<file path="config.mk">
export PLATFORM = sky130hd
export DESIGN_NAME = boot_run_sequencer
export DESIGN_NICKNAME = d
export VERILOG_FILES = /design/src/rtl/boot_run_sequencer.sv
export SDC_FILE = /design/constraint.sdc
export NUM_CORES = 1
export LEC_CHECK = 0
export ABC_AREA = 1
export BUFFER_PORTS_ARGS = -buffer_cell sky130_fd_sc_hd__clkbuf_2
export CAP_MARGIN = 20
export CORE_MARGIN = 2
export CORE_UTILIZATION = 52
export CTS_CLUSTER_SIZE = 10
export DETAILED_ROUTE_END_ITERATION = 7
export GPL_ROUTABILITY_DRIVEN = 0
export PLACE_DENSITY_LB_ADDON = 0.2
export RECOVER_POWER = 25
export SLEW_MARGIN = 20
export SYNTH_ARGS = -nofsm -noshare
export SYNTH_HDL_FRONTEND = slang
export SYNTH_SLANG_ARGS = --single-unit
</file>
<file path="constraint.sdc">
create_clock -name clk -period 3 [get_ports clk]
set_clock_uncertainty 0.15 [all_clocks]
set_input_delay 0.6 -clock clk [delete_from_list [all_inputs] [get_ports clk]]
set_output_delay 0.6 -clock clk [all_outputs]
set_load 0.05 [all_outputs]
</file>
<file path="src/rtl/boot_run_sequencer.sv">
`timescale 1ns/1ps
// boot_run_sequencer
//
// Loads a program image into instruction memory and a data image into data
// memory from a host beat stream, then enables the CPU for a fixed number of
// cycles and reports completion.
//
// Phase order: IDLE -> LOAD_I -> LOAD_D -> RUN -> DONE. RUN is skipped when
// run_cycles is 0. DONE waits for the next start.
//
// Handshake: load_valid/load_ready follow strict valid/ready semantics. A beat
// transfers on a rising clk edge where both are 1. The host must hold
// load_data/load_last stable while load_valid is 1 and the beat has not
// transferred. load_ready depends only on state, never on load_valid.
//
// Ports:
//   clk, arst_n             clock (rising edge); asynchronous active-low reset
//   start                   begin a load; sampled only in IDLE or DONE
//   abort                   return to IDLE from any state; overrides all else
//   load_valid/ready        host beat handshake
//   load_data/load_last     beat payload; load_last ends the current phase
//   run_cycles              CPU run length; latched on exit from LOAD_D
//   addr_ext/wen_ext/wdata_ext        instruction-memory write port
//   addr_ext_2/wen_ext_2/wdata_ext_2  data-memory write port
//   enable                  CPU run enable, high only in RUN
//   done                    high only in DONE
//   overflow                sticky: a load phase hit its memory depth
//   state_dbg               current FSM state, for checkers
module boot_run_sequencer #(
  parameter int IMEM_WORDS = 512,
  parameter int DMEM_WORDS = 1024
) (
  input  logic        clk,
  input  logic        arst_n,
  input  logic        start,
  input  logic        abort,
  input  logic        load_valid,
  output logic        load_ready,
  input  logic [63:0] load_data,
  input  logic        load_last,
  input  logic [15:0] run_cycles,
  output logic [63:0] addr_ext,
  output logic        wen_ext,
  output logic [31:0] wdata_ext,
  output logic [63:0] addr_ext_2,
  output logic        wen_ext_2,
  output logic [63:0] wdata_ext_2,
  output logic        enable,
  output logic        done,
  output logic        overflow,
  output logic [2:0]  state_dbg
);

  localparam int MAX_WORDS = (IMEM_WORDS > DMEM_WORDS) ? IMEM_WORDS : DMEM_WORDS;
  localparam int CW        = (MAX_WORDS > 1) ? $clog2(MAX_WORDS) : 1;

  localparam logic [2:0] S_IDLE   = 3'd0;
  localparam logic [2:0] S_LOAD_I = 3'd1;
  localparam logic [2:0] S_LOAD_D = 3'd2;
  localparam logic [2:0] S_RUN    = 3'd3;
  localparam logic [2:0] S_DONE   = 3'd4;

  logic [2:0]    state, state_nxt;
  logic [CW-1:0] word_cnt;
  logic [15:0]   run_cnt;
  logic          accept;
  logic          i_full, d_full;
  logic          i_end, d_end;

  assign load_ready = (state == S_LOAD_I) || (state == S_LOAD_D);
  assign enable     = (state == S_RUN);
  assign done       = (state == S_DONE);
  assign state_dbg  = state;

  assign accept = load_valid && load_ready;
  // The beat landing in the last memory word closes its phase even without
  // load_last, so later beats cannot address past the memory.
  assign i_full = (word_cnt == CW'(IMEM_WORDS - 1));
  assign d_full = (word_cnt == CW'(DMEM_WORDS - 1));
  assign i_end  = accept && (load_last || i_full);
  assign d_end  = accept && (load_last || d_full);

  always_comb begin
    state_nxt = state;
    case (state)
      S_IDLE, S_DONE: if (start) state_nxt = S_LOAD_I;
      S_LOAD_I:       if (i_end) state_nxt = S_LOAD_D;
      S_LOAD_D:       if (d_end) state_nxt = (run_cycles == 16'd0) ? S_DONE : S_RUN;
      // run_cnt holds the cycles left including the current one.
      S_RUN:          if (run_cnt <= 16'd1) state_nxt = S_DONE;
      default:        state_nxt = S_IDLE;
    endcase
    if (abort) state_nxt = S_IDLE;
  end

  always_ff @(posedge clk or negedge arst_n) begin
    if (!arst_n) begin
      state       <= S_IDLE;
      word_cnt    <= '0;
      run_cnt     <= '0;
      overflow    <= 1'b0;
      addr_ext    <= '0;
      wen_ext     <= 1'b0;
      wdata_ext   <= '0;
      addr_ext_2  <= '0;
      wen_ext_2   <= 1'b0;
      wdata_ext_2 <= '0;
    end else begin
      state     <= state_nxt;
      wen_ext   <= 1'b0;
      wen_ext_2 <= 1'b0;
      if (abort) begin
        // A beat accepted in the abort cycle is dropped; overflow survives
        // so the host can still see why the previous load went wrong.
        word_cnt <= '0;
        run_cnt  <= '0;
      end else begin
        case (state)
          S_IDLE, S_DONE: begin
            if (start) begin
              word_cnt <= '0;
              overflow <= 1'b0;
            end
          end
          S_LOAD_I: begin
            if (accept) begin
              wen_ext   <= 1'b1;
              addr_ext  <= 64'(word_cnt) << 2;
              wdata_ext <= load_data[31:0];
              if (i_end) begin
                word_cnt <= '0;
                if (!load_last) overflow <= 1'b1;
              end else begin
                word_cnt <= word_cnt + 1'b1;
              end
            end
          end
          S_LOAD_D: begin
            if (accept) begin
              wen_ext_2   <= 1'b1;
              addr_ext_2  <= 64'(word_cnt) << 3;
              wdata_ext_2 <= load_data;
              if (d_end) begin
                word_cnt <= '0;
                run_cnt  <= run_cycles;
                if (!load_last) overflow <= 1'b1;
              end else begin
                word_cnt <= word_cnt + 1'b1;
              end
            end
          end
          S_RUN: begin
            if (run_cnt != 16'd0) run_cnt <= run_cnt - 16'd1;
          end
          default: ;
        endcase
      end
    end
  end

endmodule

</file>
==> results_dict.tcl <==
set metrics [dict create \
    hold_class "in2reg" \
    drv_slew 0 \
    max_stage_delay_ps 480 \
    numCtsBuffers 17 \
    design_area_sq_mm 0.008841 \
    avgSynthCellArea_sq_um 8.133 \
    final-setup-viol-count 0 \
    tightestPinTransition_ps 1035 \
    grt_pass1_wl_um 29320 \
    yosysMostFrequentCell "nand2_1" \
    grt_max_degree 86 \
    cts_tree "built" \
    rsz0062_at_grt "false" \
    synth_enable_flop_cells 0 \
    max-cap-violations 0 \
    crit_type "reg2out" \
    drive_above_1_share 0.2469 \
    layout_min_cycle_time_ps 2373 \
    postPlaceCellArea_sq_mm 0.008309 \
    fin_util 0.6320 \
    clkSinkCount 148 \
    power_density_mw_per_mm2 1179 \
    first_global_vias 5754 \
    slew_headroom 0.3101 \
    track_usage 0.2343 \
    setup.worst_path.end_class "output pin" \
    grt_antenna_before_repair 0 \
    hpwl_um 13080 \
    fmax_ghz 0.4214 \
    dieHeight_um 124.3 \
    r2r_cells 6 \
    cts_resized 0 \
    wl_um 17940 \
    path_cells "inv_2, nor2_2, nand2_1, inv_2, clkbuf_2" \
    core_sq_mm 0.01399 \
    rows 43 \
    numPortBuffers 210 \
    wl_per_cell_um 13.57 \
    route.detailed.drc 0 \
    yosys.area.top_type_share 0.4923 \
    cp_max_fo 5 \
    ys_types 34 \
    status "finished clean" \
    setup_tns_ps 0 \
    slowest_stage "dfrtp_1" \
    syn_to_final_growth_pct 17.51 \
    ys.flop_type "dfrtp_1" \
    pin_count 319 \
    vdd_drop_max_uv 583.0 \
    dieWidth_um 124.3 \
    fin_nets 1219 \
    async_reset_ff_frac 1.000 \
    clock_path_buffers 2 \
    yosys_register_bits 148 \
    clk-insertion-delay-late_ps 420 \
    grt-ovfl-total 0 \
    antenna_left 0 \
    clkTransAtPathRegs_ps 60 \
    synth_common_cells "nand2_1 (299), dfrtp_1 (148), buf_4 (109)" \
    fin_crit_sh 0.7910 \
    synth.area.top_cells "dfrtp_1 (49%), nand2_1 (15%), buf_4 (11%), o21ai_0 (6.0%), inv_1 (3.4%)" \
    vias 6235 \
    required_ps 2250 \
    hold_depth 3 \
    syn_area_sq_mm 0.007523 \
    critPathArrivalTime_ps 1620 \
    start_util 0.5378 \
    synth-warning-count 0 \
    diodes 0 \
    cts_root_buffer "clkbuf_16" \
    yosys.area.top_type "dfrtp_1" \
    dieArea_sq_mm 0.01545 \
    ctsHtreeMaxLevel 4 \
    critPathLaunchType "register" \
    p_leak_nw 5.037 \
    vias_per_cell 4.716 \
    hold_violations 0 \
    drtIter0Drc 451 \
    yosysSeqAreaShare 0.4923 \
    cp_common_cell "inv_2" \
    synthCells 925 \
    firstDrtPassIters 5 \
    r2r_setup_slack_ps 910 \
]
==> final timing paths <==
kind	from	to
setup / recovery	state_dbg[1]	enable
hold / removal	load_data[36]	wdata_ext_2[36]
setup reg to reg	state_dbg[2]	wdata_ext_2[15]
hold reg to reg	wdata_ext_2[39]	wdata_ext_2[39]
max in group asynchronous	arst_n	wdata_ext_2[51]
min in group asynchronous	arst_n	wdata_ext_2[25]
==> cells in the final DEF (no fill, tap or decap), types with 3 or more instances in the layout <==
| cell type | n |
|---|---|
| nor2_2 | 3 |
| inv_2 | 6 |
| nand2_2 | 5 |
| nor2_1 | 60 |
| nand3b_1 | 3 |
| nand3_1 | 41 |
| xor2_1 | 4 |
| clkbuf_8 | 3 |
| buf_4 | 4 |
| nand2_1 | 298 |
| nor3_1 | 4 |
| inv_1 | 68 |
| o21ai_2 | 10 |
| clkinv_2 | 6 |
| nand3_4 | 3 |
| a21oi_1 | 8 |
| clkbuf_16 | 17 |
| ha_1 | 4 |
| o21ai_0 | 90 |
| clkbuf_1 | 4 |
| conb_1 | 108 |
| dfrtp_1 | 148 |
| o21ai_1 | 12 |
| clkbuf_2 | 210 |
==> power breakdown <==
group / switching (mW) / total (mW) / internal, mW / leakage, nW
Sequential: 0.499 / 3.24 / 2.74 / 1.92
Clock: 0.790 / 1.90 / 1.12 / 0.263
Combinational: 4.19 / 5.28 / 1.09 / 2.86
==> sequential cells by signal, indices dropped and copies added, names as in the netlist <==
signal	cells
addr_ext_2	10
state_dbg	3
run_cnt	16
wen_ext	1
wdata_ext	32
wdata_ext_2	64
wen_ext_2	1
addr_ext	10
word_cnt	10
overflow	1
==> kinds of logic (layout without fill, tap and decap cells) <==
family,Yosys count,in the layout,share of synthesized area
and+or+nand+nor,428,428,0.2365
buffers and inverters,214,324,0.1676
DFF,148,148,0.4923
AOI/OAI and AO/OA,123,123,0.08814
xor gates and xnor gates,6,6,0.006985
adders and majority gates,4,4,0.006653
other,1,108,0.0004984
muxes,1,1,0.001331
==> per-stage QoR <==
| step | setup WS, ps | power (mW) | cells | hold WS (ps) |
|---|---|---|---|---|
| after floorplan | 692.2 | 7.388 | 1032 | 154.4 |
| after global placement | 706.0 | 8.448 | 1289 | 311.3 |
| after detailed placement | 701.9 | 8.531 | 1289 | 315.9 |
| after CTS | 605.6 | 10.48 | 1322 | 208.1 |
| after global routing | 531.3 | 11.01 | 1322 | 221.0 |
| final | 626.9 | 10.42 | 1322 | 226.7 |
==> per-layer routing <==
layer,part of all wire,routed length (um),track usage,vias up
li1,-,-,-,3096
met1,0.43,7737,0.3084,2901
met2,0.50,8983,0.3950,217
met3,0.054,960,0.04467,21
met4,0.014,257,0.07138,0
met5,0,0,0,-
==> repair_timing <==
item                                   in CTS  in global routing
endpoints found under the hold margin      39                  0
hold buffers                                1                  0
buffers inserted                            0                  0
==> final cells by class <==
cell class,instances,area (sq um)
fillers,1302,5147
flip-flops and latches,148,3704
multi-input cells,670,2968
repair buffers,218,1135
clock buffers,23,478.0
inverters,74,277.8
well taps,180,225.2
clock inverters,9,53.80
==> critical path: cells and delay by family (launching register included) <==
family | cells | cell delay [ps]
DFF | 1 | 480
buffers and inverters | 3 | 460
and+or+nand+nor | 2 | 250
Power figures use the tool's default switching activity.
